===== src/rtl/bist_response_checker_pkg.sv =====
// Shared types and constants for the BIST response checker: FSM state encoding,
// default datapath width and the width of the accepted-result counter.
package bist_response_checker_pkg;

  localparam int DEF_WIDTH = 24;
  localparam int COUNT_W   = 16;

  typedef enum logic [1:0] {
    ST_IDLE    = 2'd0,
    ST_RUN     = 2'd1,
    ST_COMPARE = 2'd2,
    ST_DONE    = 2'd3
  } state_e;

endpackage


===== src/rtl/bist_response_checker_misr.sv =====
// Serial-shift multiple-input signature register: shifts left with the MSB
// feedback folded into bit 0, then XORs in the incoming result word.
module bist_response_checker_misr
  import bist_response_checker_pkg::*;
#(
  parameter int WIDTH = DEF_WIDTH
) (
  input  logic             clk_i,
  input  logic             rst_i,
  input  logic             en_i,
  input  logic             clr_i,
  input  logic [WIDTH-1:0] data_i,
  output logic [WIDTH-1:0] sig_o
);

  logic [WIDTH-1:0] misr_q;
  logic             fb;

  assign fb = misr_q[WIDTH-1] ^ data_i[WIDTH-1];

  // Clear outranks compaction so a new run always starts from a zero signature
  always_ff @(posedge clk_i or negedge rst_i) begin
    if (!rst_i) begin
      misr_q <= '0;
    end else if (clr_i) begin
      misr_q <= '0;
    end else if (en_i) begin
      misr_q <= {misr_q[WIDTH-2:0], fb} ^ data_i;
    end
  end

  assign sig_o = misr_q;

endmodule


===== config.mk =====
export PLATFORM = sky130hd
export DESIGN_NAME = bist_response_checker_misr
export DESIGN_NICKNAME = d
export VERILOG_FILES = /design/src/rtl/bist_response_checker_pkg.sv /design/src/rtl/bist_response_checker_misr.sv
export SDC_FILE = /design/constraint.sdc
export NUM_CORES = 1
export LEC_CHECK = 0
export BUFFER_PORTS_ARGS = -buffer_cell sky130_fd_sc_hd__buf_4
export CAP_MARGIN = 10
export CORE_MARGIN = 5
export CORE_UTILIZATION = 46
export DETAILED_ROUTE_END_ITERATION = 8
export PLACE_DENSITY = 0.85
export SLEW_MARGIN = 20
export SYNTH_ARGS = -nofsm -noshare
export SYNTH_HDL_FRONTEND = slang
export SYNTH_SLANG_ARGS = --single-unit

===== constraint.sdc =====
create_clock -name clk_i -period 1.6 [get_ports clk_i]
set_clock_uncertainty 0.2 [all_clocks]
set_input_delay 0.48 -clock clk_i [delete_from_list [all_inputs] [get_ports clk_i]]
set_output_delay 0.48 -clock clk_i [all_outputs]
set_load 0.01 [all_outputs]

==> results of run 1 <==
power by group:
group	total (uW)	switching (uW)	leakage [uW]	internal (uW)
combinational	456	188	0.000528	268
sequential	699	43.1	0.000312	656
clock	314	175	0.0000210	139
total	1470	406	0.000861	1060
cells in the final DEF (no fill, tap or decap), drive strengths merged:
master and count:
buf 71, nor2 24, dfrtp 24, xnor2 23
a211oi 23, clkbuf 4, xor3 1, mux2i 1
dlygate4sd3 1
cells in the mapped netlist:
library cell  count  share of area (%)
a211oi_1         13                8.1
xnor2_1          23                 17
nor2_1           24                7.5
buf_6             4                3.7
mux2i_1           1               0.83
dfrtp_1          24                 50
buf_2             3                1.2
xor3_1            1                2.0
a211oi_2         10                 10
cell type report:
cell class                 count  area, sq um  area share, %
multi-input combinational     72          548           29.9
clock buffer                   4         36.3           1.98
timing repair buffer          72          613           33.4
sequential                    24          601           32.7
tap                           30         37.5           2.04
worst max-delay path by stage:
stage / endpoint / slack (ns) / depth (start not counted)
floorplan: sig_o[0] / 0.31 / 3
global placement: sig_o[0] / 0.15 / 4
detailed placement: sig_o[0] / 0.12 / 4
CTS: sig_o[13] / 0.003 / 1
global route: sig_o[15] / -0.03 / 1
finish: sig_o[17] / 0.02 / 1
per-stage QoR:
| step | hold slack (ns) | instances | setup TNS, ns | instance area (sq um) |
|---|---|---|---|---|
| floorplan | -0.0156 | 103 | 0 | 1210 |
| global placement | 0.189 | 179 | 0 | 1610 |
| detailed placement | 0.194 | 179 | 0 | 1610 |
| CTS | 0.229 | 186 | 0 | 1670 |
| global route | 0.230 | 202 | -0.0773 | 1840 |
| finish | 0.236 | 202 | 0 | 1840 |
logic make-up (layout without fill, tap and decap cells):
kind of cell           count (synthesis)  in the layout  share of synthesized area [%]
AO/OA/AOI/OAI                         23             23                           18.4
AND/OR/NAND/NOR                       24             24                           7.45
multiplexers                           1              1                          0.828
buffers and inverters                  7             76                           4.97
XOR/XNOR                              24             24                           18.6
flip-flops                            24             24                           49.7
layer usage:
metal  track usage, %  routed length [microns]
met5                0                        0
met1             19.6                     1240
met4             4.64                       27
met2             24.3                     1440
met3             3.35                      236
timing repair:
action / CTS / global route
gates resized for setup: 0 / 12
hold endpoints to repair: 24 / 0
hold buffers: 1 / 0
cloned: 0 / 0
setup buffers: 2 / 16
endpoints found under the setup margin: 2 / 24
==> run_results.csv, run 1 <==
group,metric,value,unit
yosys,synth_area,1210,sq um
worst_setup_path,cp_slowest_cell,"dfrtp_1",
drt,ant_nets,0,
drt,firstDrtPassIters,6,
yosys,syn_nets,131,
sta,period_share,98.7,%
global_route,grt_pass1_vias,963,
cells_and_area,largest_reg_flops,24,
floorplan,row_count,18,
power_and_ir_drop,power.density,800,nW/um^2
global_route,antenna_found_initial,0,
yosys,synth_cells,103,
cells_and_area,drive_gt1_share,49.4,%
sta,setup_viol,0,
global_route,grt_pass1_wl,4200,microns
clock_network,cts_tree,"yes",
worst_hold_path,hold_path_class,"in2reg",
flow_run,cap_viol_max_count,0,
drt,drt_wl_total,2950,microns
power_and_ir_drop,finalPower,1470,uW
power_and_ir_drop,p_leak,0.000861,uW
sta,fmax,633,MHz
clock_network,cts.sinks,24,
clock_network,h-tree-depth,1,
sta,slew_headroom,79.5,%
clock_network,numCtsBuffers,3,
global_route,overflow,0,
worst_hold_path,hold_depth,3,
sta,min_period,1.58,ns
sta,grt_setup_unrepaired,"yes",
worst_setup_path,crit_path_end_kind,"output pin",
cells_and_area,diodes,0,
worst_setup_path,cp_data_arrival_time,0.90,ns
floorplan,die-area,3750,sq um
sta,final_hold_viol_count,0,
worst_setup_path,r2r_end,"sig_o[0]",
drt,drt_iter0_markers,30,
worst_setup_path,startpoint,"sig_o[17]",
placed_design,dp_hpwl,1910,microns
worst_setup_path,crit_type,"reg2out",
floorplan,start_util,48.3,%
worst_setup_path,r2r_cells,4,
worst_setup_path,path_cells,"buf_6",
power_and_ir_drop,max-vdd-ir-drop,0.000626,V
worst_hold_path,min_from,"data_i[16]",
placed_design,finalWeightedCongestion,0.698,
worst_setup_path,critPathMaxFanout,3,
yosys,synth_area_per_cell,11.7,sq um
cells_and_area,final_util,73.4,%
worst_setup_path,rrSetupSlack,0.21,ns
worst_setup_path,crit_buf_inv,1,
clock_network,clk_pin_slew,0.12,ns
worst_hold_path,whs_endpoint,"sig_o[16]",
drt,drc,0,
yosys,seq_area_frac_synth,49.7,%
placed_design,port_buffers,51,
cells_and_area,syn2layout_area_growth,51.9,%
clock_network,clkLatencyLatePin,0.31,ns
sta,fin_ws,0.0206,ns
sta,finalMaxSlewViolations,0,
worst_setup_path,crit_family,"flip-flops",
clock_network,cts_root_buf,"clkbuf_4",
global_route,grt_max_degree,25,
floorplan,die_x,61.3,microns
yosys,synthDistinctLibCells,9,
worst_setup_path,required,0.92,ns
sta,worst_slew_pin_slew,0.308,ns
drt,vias,1006,
floorplan,core_area,2500,sq um
worst_setup_path,cp-start-kind,"flip-flop",
cells_and_area,finalNetCount,201,
yosys,synth-seq-cells,24,
global_route,grt_usage,14.9,%
floorplan,die_h,61.3,microns
outcome,outcome,"finished clean",
worst_setup_path,max_stage_delay,0.45,ns
floorplan,io_pins,52,
worst_setup_path,regToRegStartpoint,"sig_o[23]",
placed_design,dpl_worst_slack,0.119,ns
clock_network,ctsLongestPathBuffers,2,
yosys,yosys_warnings,0,
drt,routed_via_density,4.98,
cells_and_area,fillers,190,
drt,drt-wirelength-per-cell,14.6,microns
Power figures use the tool's default switching activity.
==> run 2: changes to the inputs <==
- BUFFER_PORTS_ARGS: -buffer_cell sky130_fd_sc_hd__buf_4 -> -buffer_cell sky130_fd_sc_hd__buf_2
- CELL_PAD_IN_SITES_DETAIL_PLACEMENT: not set -> 1
- CELL_PAD_IN_SITES_GLOBAL_PLACEMENT: not set -> 1
- CORE_UTILIZATION: 46 -> 35
==> run_results.csv, run 2 (synthesis results as in run 1) <==
group,metric,value,unit
drt,drt_wl_total,3170,microns
worst_hold_path,whs_endpoint,"sig_o[17]",
floorplan,die-area,4730,sq um
worst_hold_path,hold_depth,3,
cells_and_area,fin_cells,218,
drt,vias,1033,
placed_design,dp.cells,196,
placed_design,port_buffers,51,
floorplan,die_h,68.8,microns
cells_and_area,largest_reg_flops,24,
sta,min_period,1.57,ns
cells_and_area,mostFrequentLayoutCells,"50 x buf_2, 24 x nor2_1, 24 x dfrtp_1",
worst_setup_path,cp_data_arrival_time,0.89,ns
flow_run,cap_viol_max_count,0,
sta,worst_slew_pin_slew,0.541,ns
clock_network,clkLatencyLatePin,0.31,ns
power_and_ir_drop,power.density,800,nW/um^2
drt,drt-wirelength-per-cell,14.6,microns
cells_and_area,drive_gt1_share,49.4,%
floorplan,start_util,36.2,%
sta,setup_viol,0,
cells_and_area,finalNetCount,202,
power_and_ir_drop,p_leak,0.000822,uW
worst_setup_path,max_stage_delay,0.43,ns
outcome,outcome,"finished clean",
sta,grt_setup_unrepaired,"yes",
drt,drt_iter0_markers,28,
drt,routed_via_density,4.74,
worst_setup_path,crit_buf_inv,1,
floorplan,core_area,3340,sq um
drt,drc,0,
sta,finalMaxSlewViolations,0,
sta,fin_ws,0.0305,ns
worst_hold_path,hold_path_class,"in2reg",
power_and_ir_drop,max-vdd-ir-drop,0.000314,V
worst_setup_path,crit_family,"flip-flops",
placed_design,dpl_worst_slack,0.124,ns
worst_setup_path,crit_type,"reg2out",
global_route,overflow,0,
worst_setup_path,cp_slowest_cell,"dfrtp_1",
placed_design,dp_hpwl,2220,microns
global_route,grt_max_degree,25,
worst_setup_path,regToRegStartpoint,"sig_o[23]",
clock_network,h-tree-depth,1,
worst_setup_path,cp_num_cells,1,
worst_hold_path,min_from,"data_i[17]",
sta,final_hold_viol_count,0,
global_route,antenna_found_initial,0,
global_route,grt_usage,12.8,%
placed_design,finalWeightedCongestion,0.629,
floorplan,row_count,21,
floorplan,die_x,68.8,microns
power_and_ir_drop,finalPower,1360,uW
clock_network,cts_tree,"yes",
worst_setup_path,critPathMaxFanout,3,
sta,slew_headroom,63.9,%
floorplan,io_pins,52,
sta,period_share,98.1,%
cells_and_area,post-route-cell-area,1700,sq um
worst_setup_path,cp-start-kind,"flip-flop",
global_route,grt_pass1_vias,1027,
clock_network,ctsLongestPathBuffers,2,
drt,firstDrtPassIters,4,
sta,fmax,637,MHz
worst_setup_path,required,0.92,ns
clock_network,numCtsBuffers,3,
worst_setup_path,path_cells,"buf_2",
clock_network,clk_pin_slew,0.13,ns
drt,ant_nets,0,
worst_setup_path,r2r_cells,3,
worst_setup_path,r2r_end,"sig_o[0]",
cells_and_area,diodes,0,
global_route,grt_pass1_wl,4530,microns
worst_setup_path,crit_path_end_kind,"output pin",
placed_design,dpl_cell_area,1520,sq um
sta,finalSetupTns,0,ns
cells_and_area,layout_commonest_cell,"buf_2",
clock_network,cts_root_buf,"clkbuf_4",
clock_network,cts.sinks,24,
worst_setup_path,rrSetupSlack,0.25,ns
cells_and_area,syn2layout_area_growth,40.3,%
==> run 2: cell types whose count changed in the layout (fill, tap and decap cells not counted) <==
cell / change
clkbuf_8: -1
buf_12: +1
buf_4: -39
buf_6: -11
buf_2: +50
==> run 2: repair_timing <==
action | in CTS | in global routing
hold buffers | 1 | 0
hold endpoints to repair | 24 | 0
resized for setup | 0 | 1
setup buffers | 1 | 17
setup endpoints to repair | 1 | 18
==> run 2: worst max path at each step <==
stage,endpoint,start
floorplan,sig_o[0],data_i[23]
global placement,sig_o[0],data_i[23]
detailed placement,sig_o[0],data_i[23]
CTS,sig_o[13],sig_o[13]
global route,sig_o[1],sig_o[1]
finish,sig_o[16],sig_o[16]
==> run 2: area by class of cell <==
type / instances / area (sq um)
Timing Repair Buffer: 73 / 467
Tap cell: 46 / 57.6
Sequential cell: 24 / 601
Multi-Input combinational cell: 72 / 548
Fill cell: 398 / 1640
Clock buffer: 3 / 22.5
==> run 2: stage by stage <==
| stage | util, % | hold slack (ns) |
|---|---|---|
| 6_report | 50.8 | 0.245 |
| 5_1_grt | 50.8 | 0.243 |
| 4_1_cts | 46.8 | 0.236 |
| 3_5_place_dp | 45.6 | 0.307 |
| 3_3_place_gp | 45.6 | 0.286 |
| 2_1_floorplan | - | -0.0156 |
==> run 2: power breakdown <==
group / internal [uW] / switching [uW] / total, uW
clock: 87.9 / 169 / 257
combinational: 215 / 189 / 405
sequential: 656 / 38.9 / 695
total: 959 / 397 / 1360
==> run 2: per-layer routing <==
layer	share of wire (%)	wire length (microns)	track usage, %
met1	38	1190	12.9
met2	56	1780	26.1
met3	5.2	166	2.11
met4	1.1	34	4.38
met5	0	0	0
